$ cat src/rtl/pmu_ahb_master.sv
// pmu_ahb_master
// AHB-Lite master for the PMU slave. It issues one NONSEQ word transfer at a
// time and has only one transfer outstanding. Requests that fall outside the
// PMU window or are not word-aligned are answered locally without touching the
// bus. A stall timeout keeps a hung slave from blocking the requester.
//
// state  | meaning
// -------+------------------------------------------------------------------
// S_IDLE | ready for a request; the bus is idle
// S_ADDR | address phase, NONSEQ is on the bus until hready_i is sampled high
// S_DATA | data phase, waits for the first hready_i=1 to collect the response
// S_RESP | response is held on rsp_* until rsp_ready_i
module pmu_ahb_master #(
    parameter int unsigned          REG_WIDTH      = 32,
    parameter logic [REG_WIDTH-1:0] ADDR_BASE      = 32'h80100000,
    parameter logic [REG_WIDTH-1:0] ADDR_MASK      = 32'hfff,
    parameter int unsigned          TIMEOUT_CYCLES = 64
) (
    input  logic                 clk_i,
    input  logic                 rst_i,
    input  logic                 req_valid_i,
    output logic                 req_ready_o,
    input  logic                 req_write_i,
    input  logic [REG_WIDTH-1:0] req_addr_i,
    input  logic [REG_WIDTH-1:0] req_wdata_i,
    output logic                 rsp_valid_o,
    input  logic                 rsp_ready_i,
    output logic [REG_WIDTH-1:0] rsp_rdata_o,
    output logic                 rsp_err_o,
    output logic                 rsp_timeout_o,
    output logic                 hsel_o,
    output logic [REG_WIDTH-1:0] haddr_o,
    output logic                 hwrite_o,
    output logic [1:0]           htrans_o,
    output logic [2:0]           hsize_o,
    output logic [2:0]           hburst_o,
    output logic [3:0]           hprot_o,
    output logic                 hmastlock_o,
    output logic [REG_WIDTH-1:0] hwdata_o,
    input  logic                 hready_i,
    input  logic [1:0]           hresp_i,
    input  logic [REG_WIDTH-1:0] hrdata_i
);

    typedef enum logic [1:0] {S_IDLE, S_ADDR, S_DATA, S_RESP} state_t;

    // The stall timer is a down-counter reloaded on every phase entry; the
    // stall that finds it at 1 is the TIMEOUT_CYCLES-th one of the phase.
    localparam int unsigned   TW       = (TIMEOUT_CYCLES < 2) ? 1 : $clog2(TIMEOUT_CYCLES + 1);
    localparam logic [TW-1:0] TMO_LOAD = TW'(TIMEOUT_CYCLES);
    localparam bit            TMO_EN   = (TIMEOUT_CYCLES != 0);

    state_t                 r_state;
    logic                   r_write;
    logic [REG_WIDTH-1:0]   r_wdata;
    logic [TW-1:0]          r_tmo_cnt;

    logic                   w_dec_ok;
    logic                   w_tmo_hit;
    logic                   w_slv_err;
    logic [REG_WIDTH-1:0]   w_rdata;

    // Request decode, timer terminal count and data-phase response selection
    assign w_dec_ok    = ((req_addr_i & ~ADDR_MASK) == ADDR_BASE) && (req_addr_i[1:0] == 2'b00);
    assign w_tmo_hit   = TMO_EN && (r_tmo_cnt == TW'(1));
    assign w_slv_err   = (hresp_i == 2'b01);
    assign w_rdata     = ((hresp_i == 2'b00) && !r_write) ? hrdata_i : '0;

    // Handshake ready is decoded from state only, so req_* never reaches h*
    assign req_ready_o = (r_state == S_IDLE);

    assign hsize_o     = 3'b010;
    assign hburst_o    = 3'b000;
    assign hprot_o     = 4'b0011;
    assign hmastlock_o = 1'b0;

    // Transfer FSM with registered bus and response outputs
    always_ff @(posedge clk_i or posedge rst_i) begin
        if (rst_i) begin
            r_state       <= S_IDLE;
            r_write       <= 1'b0;
            r_wdata       <= '0;
            r_tmo_cnt     <= '0;
            hsel_o        <= 1'b0;
            htrans_o      <= 2'b00;
            hwrite_o      <= 1'b0;
            haddr_o       <= '0;
            hwdata_o      <= '0;
            rsp_valid_o   <= 1'b0;
            rsp_rdata_o   <= '0;
            rsp_err_o     <= 1'b0;
            rsp_timeout_o <= 1'b0;
        end else begin
            case (r_state)
                S_IDLE: begin
                    if (req_valid_i) begin
                        r_write <= req_write_i;
                        r_wdata <= req_wdata_i;
                        if (!w_dec_ok) begin
                            r_state       <= S_RESP;
                            rsp_valid_o   <= 1'b1;
                            rsp_err_o     <= 1'b1;
                            rsp_timeout_o <= 1'b0;
                            rsp_rdata_o   <= '0;
                        end else begin
                            r_state   <= S_ADDR;
                            r_tmo_cnt <= TMO_LOAD;
                            hsel_o    <= 1'b1;
                            htrans_o  <= 2'b10;
                            haddr_o   <= req_addr_i;
                            hwrite_o  <= req_write_i;
                        end
                    end
                end
                S_ADDR: begin
                    if (hready_i) begin
                        r_state   <= S_DATA;
                        r_tmo_cnt <= TMO_LOAD;
                        hsel_o    <= 1'b0;
                        htrans_o  <= 2'b00;
                        hwdata_o  <= r_wdata;
                    end else if (w_tmo_hit) begin
                        r_state       <= S_RESP;
                        hsel_o        <= 1'b0;
                        htrans_o      <= 2'b00;
                        rsp_valid_o   <= 1'b1;
                        rsp_err_o     <= 1'b1;
                        rsp_timeout_o <= 1'b1;
                        rsp_rdata_o   <= '0;
                    end else if (TMO_EN) begin
                        r_tmo_cnt <= r_tmo_cnt - TW'(1);
                    end
                end
                S_DATA: begin
                    if (hready_i) begin
                        r_state       <= S_RESP;
                        rsp_valid_o   <= 1'b1;
                        rsp_err_o     <= w_slv_err;
                        rsp_timeout_o <= 1'b0;
                        rsp_rdata_o   <= w_rdata;
                    end else if (w_tmo_hit) begin
                        r_state       <= S_RESP;
                        rsp_valid_o   <= 1'b1;
                        rsp_err_o     <= 1'b1;
                        rsp_timeout_o <= 1'b1;
                        rsp_rdata_o   <= '0;
                    end else if (TMO_EN) begin
                        r_tmo_cnt <= r_tmo_cnt - TW'(1);
                    end
                end
                S_RESP: begin
                    if (rsp_ready_i) begin
                        r_state       <= S_IDLE;
                        rsp_valid_o   <= 1'b0;
                        rsp_err_o     <= 1'b0;
                        rsp_timeout_o <= 1'b0;
                        rsp_rdata_o   <= '0;
                    end
                end
                default: begin
                    r_state <= S_IDLE;
                end
            endcase
        end
    end

endmodule

$ cat config.mk
export PLATFORM = sky130hd
export DESIGN_NAME = pmu_ahb_master
export DESIGN_NICKNAME = d
export VERILOG_FILES = /design/src/rtl/pmu_ahb_master.sv
export SDC_FILE = /design/constraint.sdc
export NUM_CORES = 1
export LEC_CHECK = 0
export BUFFER_PORTS_ARGS = -buffer_cell sky130_fd_sc_hd__buf_2
export CAP_MARGIN = 20
export CELL_PAD_IN_SITES_DETAIL_PLACEMENT = 2
export CELL_PAD_IN_SITES_GLOBAL_PLACEMENT = 2
export CORE_MARGIN = 5
export CORE_UTILIZATION = 28
export CTS_CLUSTER_DIAMETER = 120
export CTS_CLUSTER_SIZE = 40
export DETAILED_ROUTE_END_ITERATION = 10
export PLACE_DENSITY_LB_ADDON = 0.3
export RECOVER_POWER = 25
export SLEW_MARGIN = 20
export SYNTH_ARGS = -nofsm -noshare
export SYNTH_HDL_FRONTEND = slang
export SYNTH_SLANG_ARGS = --single-unit
$ cat constraint.sdc
create_clock -name clk_i -period 3.6 [get_ports clk_i]
set_input_delay 0 -clock clk_i [delete_from_list [all_inputs] [get_ports clk_i]]
set_output_delay 0 -clock clk_i [all_outputs]
set_load 0.1 [all_outputs]
==> results.yml, run 1 <==
grt:
  met3_usage_pct: 5.420
  track_usage_pct: 17.16
  grt_pass1_vias: 5752
  gr-total-overflow: 0
  use_met2_pct: 30.07
  top_usage_layer: "met2"
  grt_max_degree: 96
  grt_pass1_wl_um: 32710
  antenna_found_initial: 1
  grtUsageMet1_pct: 20.07
route:
  drcViolationCount: 0
  drt-total-wl_um: 20880
  ant_nets: 0
  dr_total_vias: 4869
  routedWlPerCell_um: 20.07
  drt-pass1-iter-count: 4
  via_per_inst: 4.682
  drt-initial-drc-count: 131
place:
  dp_hpwl_um: 13730
  placed_area_um2: 7261
  dp_slack_ns: 1.152
  gp_congestion: 0.8102
  numPortBuffers: 206
sta:
  worst_pin_slew_ns: 1.643
  period_share_pct: 68.83
  fin_skew_ns: 0.009344
  rsz0062_at_grt: "false"
  setup_ws_ns: 1.122
  fin_crit_ns: 2.478
  max_freq_mhz: 403.6
  setup_viol: 0
  finalSetupTns_ns: 0
  finalMaxSlewViolations: 31
  relSlewSlack_pct: -9.504
  hold_viol_final: 0
flow_run:
  max-cap-violations: 1
clock_network:
  cts_buffers: 17
  clock_path_buffers: 2
  insertion_delay_ns: 0.42
  cts_tree: "built"
  cts_resized: 0
  clk_pin_slew_ns: 0.07
  numClockSinks: 143
  cts_htree_levels: 4
  root_buffer: "clkbuf_16"
cells_and_area:
  design_area_um2: 8574
  drive_gt1_share_pct: 42.54
  syn2layout_area_growth_pct: 43.07
  final_common_cell: "buf_2"
  nets: 862
  layout_common_cells: "buf_2, dfrtp_1, dlygate4sd3_1"
yosys:
  ys_warn_count: 0
  synth_xor_area_share_pct: 0
  synthCells: 467
  synthArstFlopShare_pct: 100.0
  ys_ff_latch: 143
  synth_flop_cell: "dfrtp_1"
  synth-simple-area-share_pct: 8.392
  yosysSeqAreaShare_pct: 59.71
  synth_edf_count: 0
  yosys-mux-area-fraction_pct: 14.28
  synth_fa_ha_area_share_pct: 1.461
  synth_compound_area_share_pct: 12.09
  synth_top_family_by_area: "multiplexers"
  ys_types: 50
  netlist_area_um2: 5993
  postSynthAreaPerCell_um2: 12.83
floorplan:
  fp.dieW_um: 156.3
  core_area_um2: 21020
  initial_utilization_pct: 28.51
  io_pins: 219
  die_area_um2: 24430
  die_y_um: 156.3
  core.rowCount: 53
critical_path:
  crit_start: "r_state[0]"
  path_class: "flop to flop"
  reg2reg_from: "r_state[0]"
  crit_required_ns: 3.96
  crit_fanout: 18
  crit_arrival_ns: 2.84
  endpoint_kind: "flop"
  r2r_slack_ns: 1.12
  worst_setup_path_start_kind: "flop"
status:
  violations: "max-capacitance violations, max-slew violations"
  status: "complete, but fails checks"
pwr:
  power_density_nw_per_um2: 921.8
  p_leak_nw: 4.233
  ir_drop_mv: 0.7290
hold_path:
  hold_path.class: "input port to flop"
  worstHoldStart: "rsp_ready_i"
[worst max-delay path, stage by stage, from the launching register on]
cell and delay [ns]:
dfrtp_1 0.43, inv_1 0.11, ha_1 0.32, nor4b_4 0.86
nand3_1 0.16, nor2_1 0.14, buf_4 0.23, a22o_1 0.17
[synthesized netlist by cell type, types with 3 or more instances]
master	number	share of area, %
clkbuf_1	10	0.63
nor2b_1	24	2.5
o32ai_1	4	0.58
o21ai_0	32	2.7
nor4_1	4	0.42
mux2_2	70	13
o2111ai_1	5	0.73
buf_2	5	0.42
inv_1	10	0.63
a22o_1	15	2.2
nor2_1	13	0.81
nand2_1	17	1.1
a31oi_1	4	0.42
nand2b_1	4	0.42
buf_4	14	1.8
mux2_1	6	1.1
dfrtp_1	143	60
nand3_1	6	0.50
and3_1	3	0.31
ha_1	7	1.5
a21oi_1	30	2.5
[metrics by stage]
stage	cells	hold WS [ns]	power (mW)	utilization, %
finish	1040	0.001882	7.904	40.79
global route	1040	0.02612	8.321	40.79
CTS	1038	0.002432	7.988	40.77
detailed placement	930	0.2261	6.212	34.54
global placement	930	0.2166	6.072	34.54
floorplan	477	0.1325	5.428	-
[area by class of cell]
| class | count | area, um2 |
|---|---|---|
| antenna | 1 | 2.502 |
| clock buffer | 19 | 442.9 |
| clock inverter | 13 | 106.4 |
| fill | 2163 | 12450 |
| inverter | 10 | 38.79 |
| multi-input combinational | 291 | 2216 |
| sequential | 143 | 3578 |
| tap | 275 | 344.1 |
| timing repair buffer | 288 | 1846 |
[per-layer routing]
metal / vias up / wire length (um)
met3: 32 / 1402
met4: 0 / 490
met5: - / 0
met2: 158 / 10750
li1: 2229 / -
met1: 2450 / 8238
[power by group]
part | switching, mW | internal (mW) | total [mW] | leakage (nW)
Combinational | 2.92 | 0.947 | 3.87 | 2.13
Clock | 0.752 | 0.912 | 1.66 | 0.255
Sequential | 0.294 | 2.08 | 2.37 | 1.85
[logic make-up (layout without fill, tap and decap cells)]
group | count (synthesis) | in the layout
AOI/OAI and AO/OA | 109 | 109
buffers and inverters | 43 | 330
DFF | 143 | 143
adders and majority gates | 7 | 7
other | 2 | 13
and+or+nand+nor | 87 | 87
muxes | 76 | 76
[state kept, by name, summed over array words and instances (netlist names)]
register / count
r_state: 2
hwdata_o: 32
r_write: 1
r_tmo_cnt: 7
hwrite_o: 1
rsp_err_o: 1
rsp_valid_o: 1
r_wdata: 32
rsp_timeout_o: 1
rsp_rdata_o: 32
haddr_o: 32
htrans_o: 1
[what timing repair did]
item,CTS,global route
endpoints found under the hold margin,124,0
hold buffers,76,0
setup buffers,0,0
[worst paths after layout]
check	endpoint	cells after the start
hold / removal	r_state[1]	3
max in group asynchronous	hwdata_o[1]	4
setup / recovery	rsp_rdata_o[5]	7
setup reg to reg	rsp_rdata_o[5]	7
hold reg to reg	haddr_o[20]	1
min in group asynchronous	hwdata_o[13]	3
No activity file was read; power rests on OpenSTA's default activity.
==> inputs of run 2 (changes only) <==
Settings changed: CORE_UTILIZATION 28 to 31.
Clock period 3.6 ns to 2.4 ns, I/O delays scaled along.
==> run 2 against run 1 <==
The run now ends clean. Global-route usage is 2.1 points higher. Clock-buffer cell count is 1 higher. Hold slack better by 0.047 ns. Via count is 1.4% higher. Combinational power is 55% higher. Register-to-register slack worse by 0.90 ns. Clock power is 57% higher. Worst setup slack worse by 0.90 ns. Sequential share of layout area is 0.55 points lower. Critical path depth stayed put. Maximum frequency is 14% higher. Clock skew is 0.0025 ns higher. Largest cell class unchanged.
==> results.yml, run 2 (same netlist as run 1, synthesis figures left out) <==
status:
  status: "finished, final reports clean"
floorplan:
  io_pins: 219
  core.rowCount: 50
  initial_utilization_pct: 31.72
  core_area_um2: 18890
  die_y_um: 149.0
  die_area_um2: 22210
  fp.dieW_um: 149.0
cells_and_area:
  syn2layout_area_growth_pct: 44.99
  final_common_cell: "buf_2"
  design_area_um2: 8690
  diodes: 0
  multiInputGateArea_um2: 2241
  drive_gt1_share_pct: 43.67
  nets: 872
  fillerInstances: 1948
  layout_common_cells: "buf_2, dfrtp_1, dlygate4sd3_1"
  regArea_um2: 3578
  final_util_pct: 45.99
clock_network:
  cts_tree: "built"
  cts_htree_levels: 4
  cts_buffers: 17
  clk_pin_slew_ns: 0.07
  postCtsSetupBuffers: 0
  root_buffer: "clkbuf_16"
  clock_path_buffers: 2
  insertion_delay_ns: 0.42
  numClockSinks: 143
critical_path:
  cpPeakStageDelay_ns: 0.43
  crit_arrival_ns: 2.49
  rr_worst_depth: 7
  crit_fanout: 16
  crit_required_ns: 2.71
  r2r-end: "rsp_rdata_o[26]"
  worstPathCellList: "inv_1 -> ha_4 -> nand2b_1 -> and3_1 -> o21a_1 -> o21ai_4 -> a22o_1"
  crit_buf_inv: 1
  crit_family: "compound AO/OA/AOI/OAI gates"
  r2r_slack_ns: 0.22
  endpoint_kind: "flop"
  path_class: "flop to flop"
  critPathSlowestCell: "dfrtp_1"
  worst_setup_path_start_kind: "flop"
  reg2reg_from: "r_state[1]"
hold_path:
  hold_path.class: "input port to flop"
  hold_end: "rsp_err_o"
  holdPathStages: 3
  worstHoldStart: "hresp_i[0]"
flow_run:
  max-cap-violations: 0
place:
  numPortBuffers: 206
  gp_congestion: 0.7896
  placed_area_um2: 7345
  dp_hpwl_um: 13830
pwr:
  finalPower_mw: 12.21
  power_density_nw_per_um2: 1405
  p_leak_nw: 4.299
  ir_drop_mv: 0.8748
sta:
  fin_crit_ns: 2.179
  setup_viol: 0
  fin_skew_ns: 0.01181
  max_freq_mhz: 459.0
  hold_viol_final: 0
  relSlewSlack_pct: 14.36
  worst_pin_slew_ns: 1.278
  period_share_pct: 90.78
  rsz0062_at_grt: "false"
  finalMaxSlewViolations: 0
  finalSetupTns_ns: 0
route:
  routedWlPerCell_um: 20.40
  drt-initial-drc-count: 119
  ant_nets: 0
  drt-pass1-iter-count: 4
  drt-total-wl_um: 21100
  dr_total_vias: 4935
  drcViolationCount: 0
  via_per_inst: 4.773
grt:
  grt_max_degree: 67
  gr-total-overflow: 0
  grt_pass1_wl_um: 33520
  track_usage_pct: 19.28
  grt_pass1_vias: 5737
  antenna_found_initial: 0
==> run 2: changes by cell type in the layout (fill, tap and decap cells not counted), sizes merged <==
cell / before / now
dlygate4sd3: 76 / 77
bufinv: 0 / 1
diode: 1 / 0
inv: 13 / 14
clkinv: 4 / 1
clkbuf: 20 / 22
buf: 211 / 219
==> run 2: what timing repair did <==
item | 4_1_cts | 5_1_grt
setup endpoints to repair | 4 | 2
resized for setup | 1 | 1
hold endpoints to repair | 102 | 0
hold buffers | 77 | 0
==> run 2: worst min-delay path, delay by kind of cell <==
family / cells / cell delay, ns
buffers and inverters: 1 / 0.12
AO/OA/AOI/OAI: 2 / 0.30
==> run 2: layer usage <==
layer | wire [um] | vias up | share of wire, % | track usage (%)
met5 | 0 | - | 0 | 0
met4 | 253 | 0 | 1.2 | 4.851
met3 | 1532 | 18 | 7.3 | 6.411
met2 | 10730 | 170 | 51 | 34.03
met1 | 8582 | 2510 | 41 | 22.59
li1 | - | 2237 | - | -
==> run 2: metrics by stage <==
stage          hold slack, ns  std cells  worst slack (ns)
2_1_floorplan          0.1325        477            0.1096
3_3_place_gp           0.1223        925            0.2254
3_5_place_dp           0.1286        925          0.009522
4_1_cts               0.02518       1034            0.2079
5_1_grt               0.07375       1034          0.005399
6_report              0.04857       1034            0.2213
==> run 2: worst max path at each step <==
stage | start | end | slack [ns] | cells past startpoint
floorplan | r_state[1] | haddr_o[2] | 0.11 | 7
global placement | r_state[1] | rsp_rdata_o[29] | 0.23 | 7
detailed placement | r_state[1] | rsp_rdata_o[0] | 0.01 | 7
CTS | r_state[0] | r_tmo_cnt[4] | 0.21 | 8
global route | r_state[0] | rsp_rdata_o[19] | 0.005 | 7
finish | r_state[1] | rsp_rdata_o[26] | 0.22 | 7
==> run 2: layout make-up <==
class | instances | area share, %
flip-flops and latches | 143 | 41.18
multi-input cells | 291 | 25.79
repair buffers | 298 | 22.15
clock buffers | 20 | 5.256
well taps | 260 | 3.744
clock inverters | 12 | 1.440
inverters | 10 | 0.4464
==> run 2: power by group <==
group,total [mW],internal (mW),leakage (nW),switching [mW]
Sequential,3.59,3.12,1.85,0.474
Combinational,6.01,1.54,2.18,4.48
Clock,2.61,1.51,0.270,1.10
Total,12.2,6.16,4.30,6.05
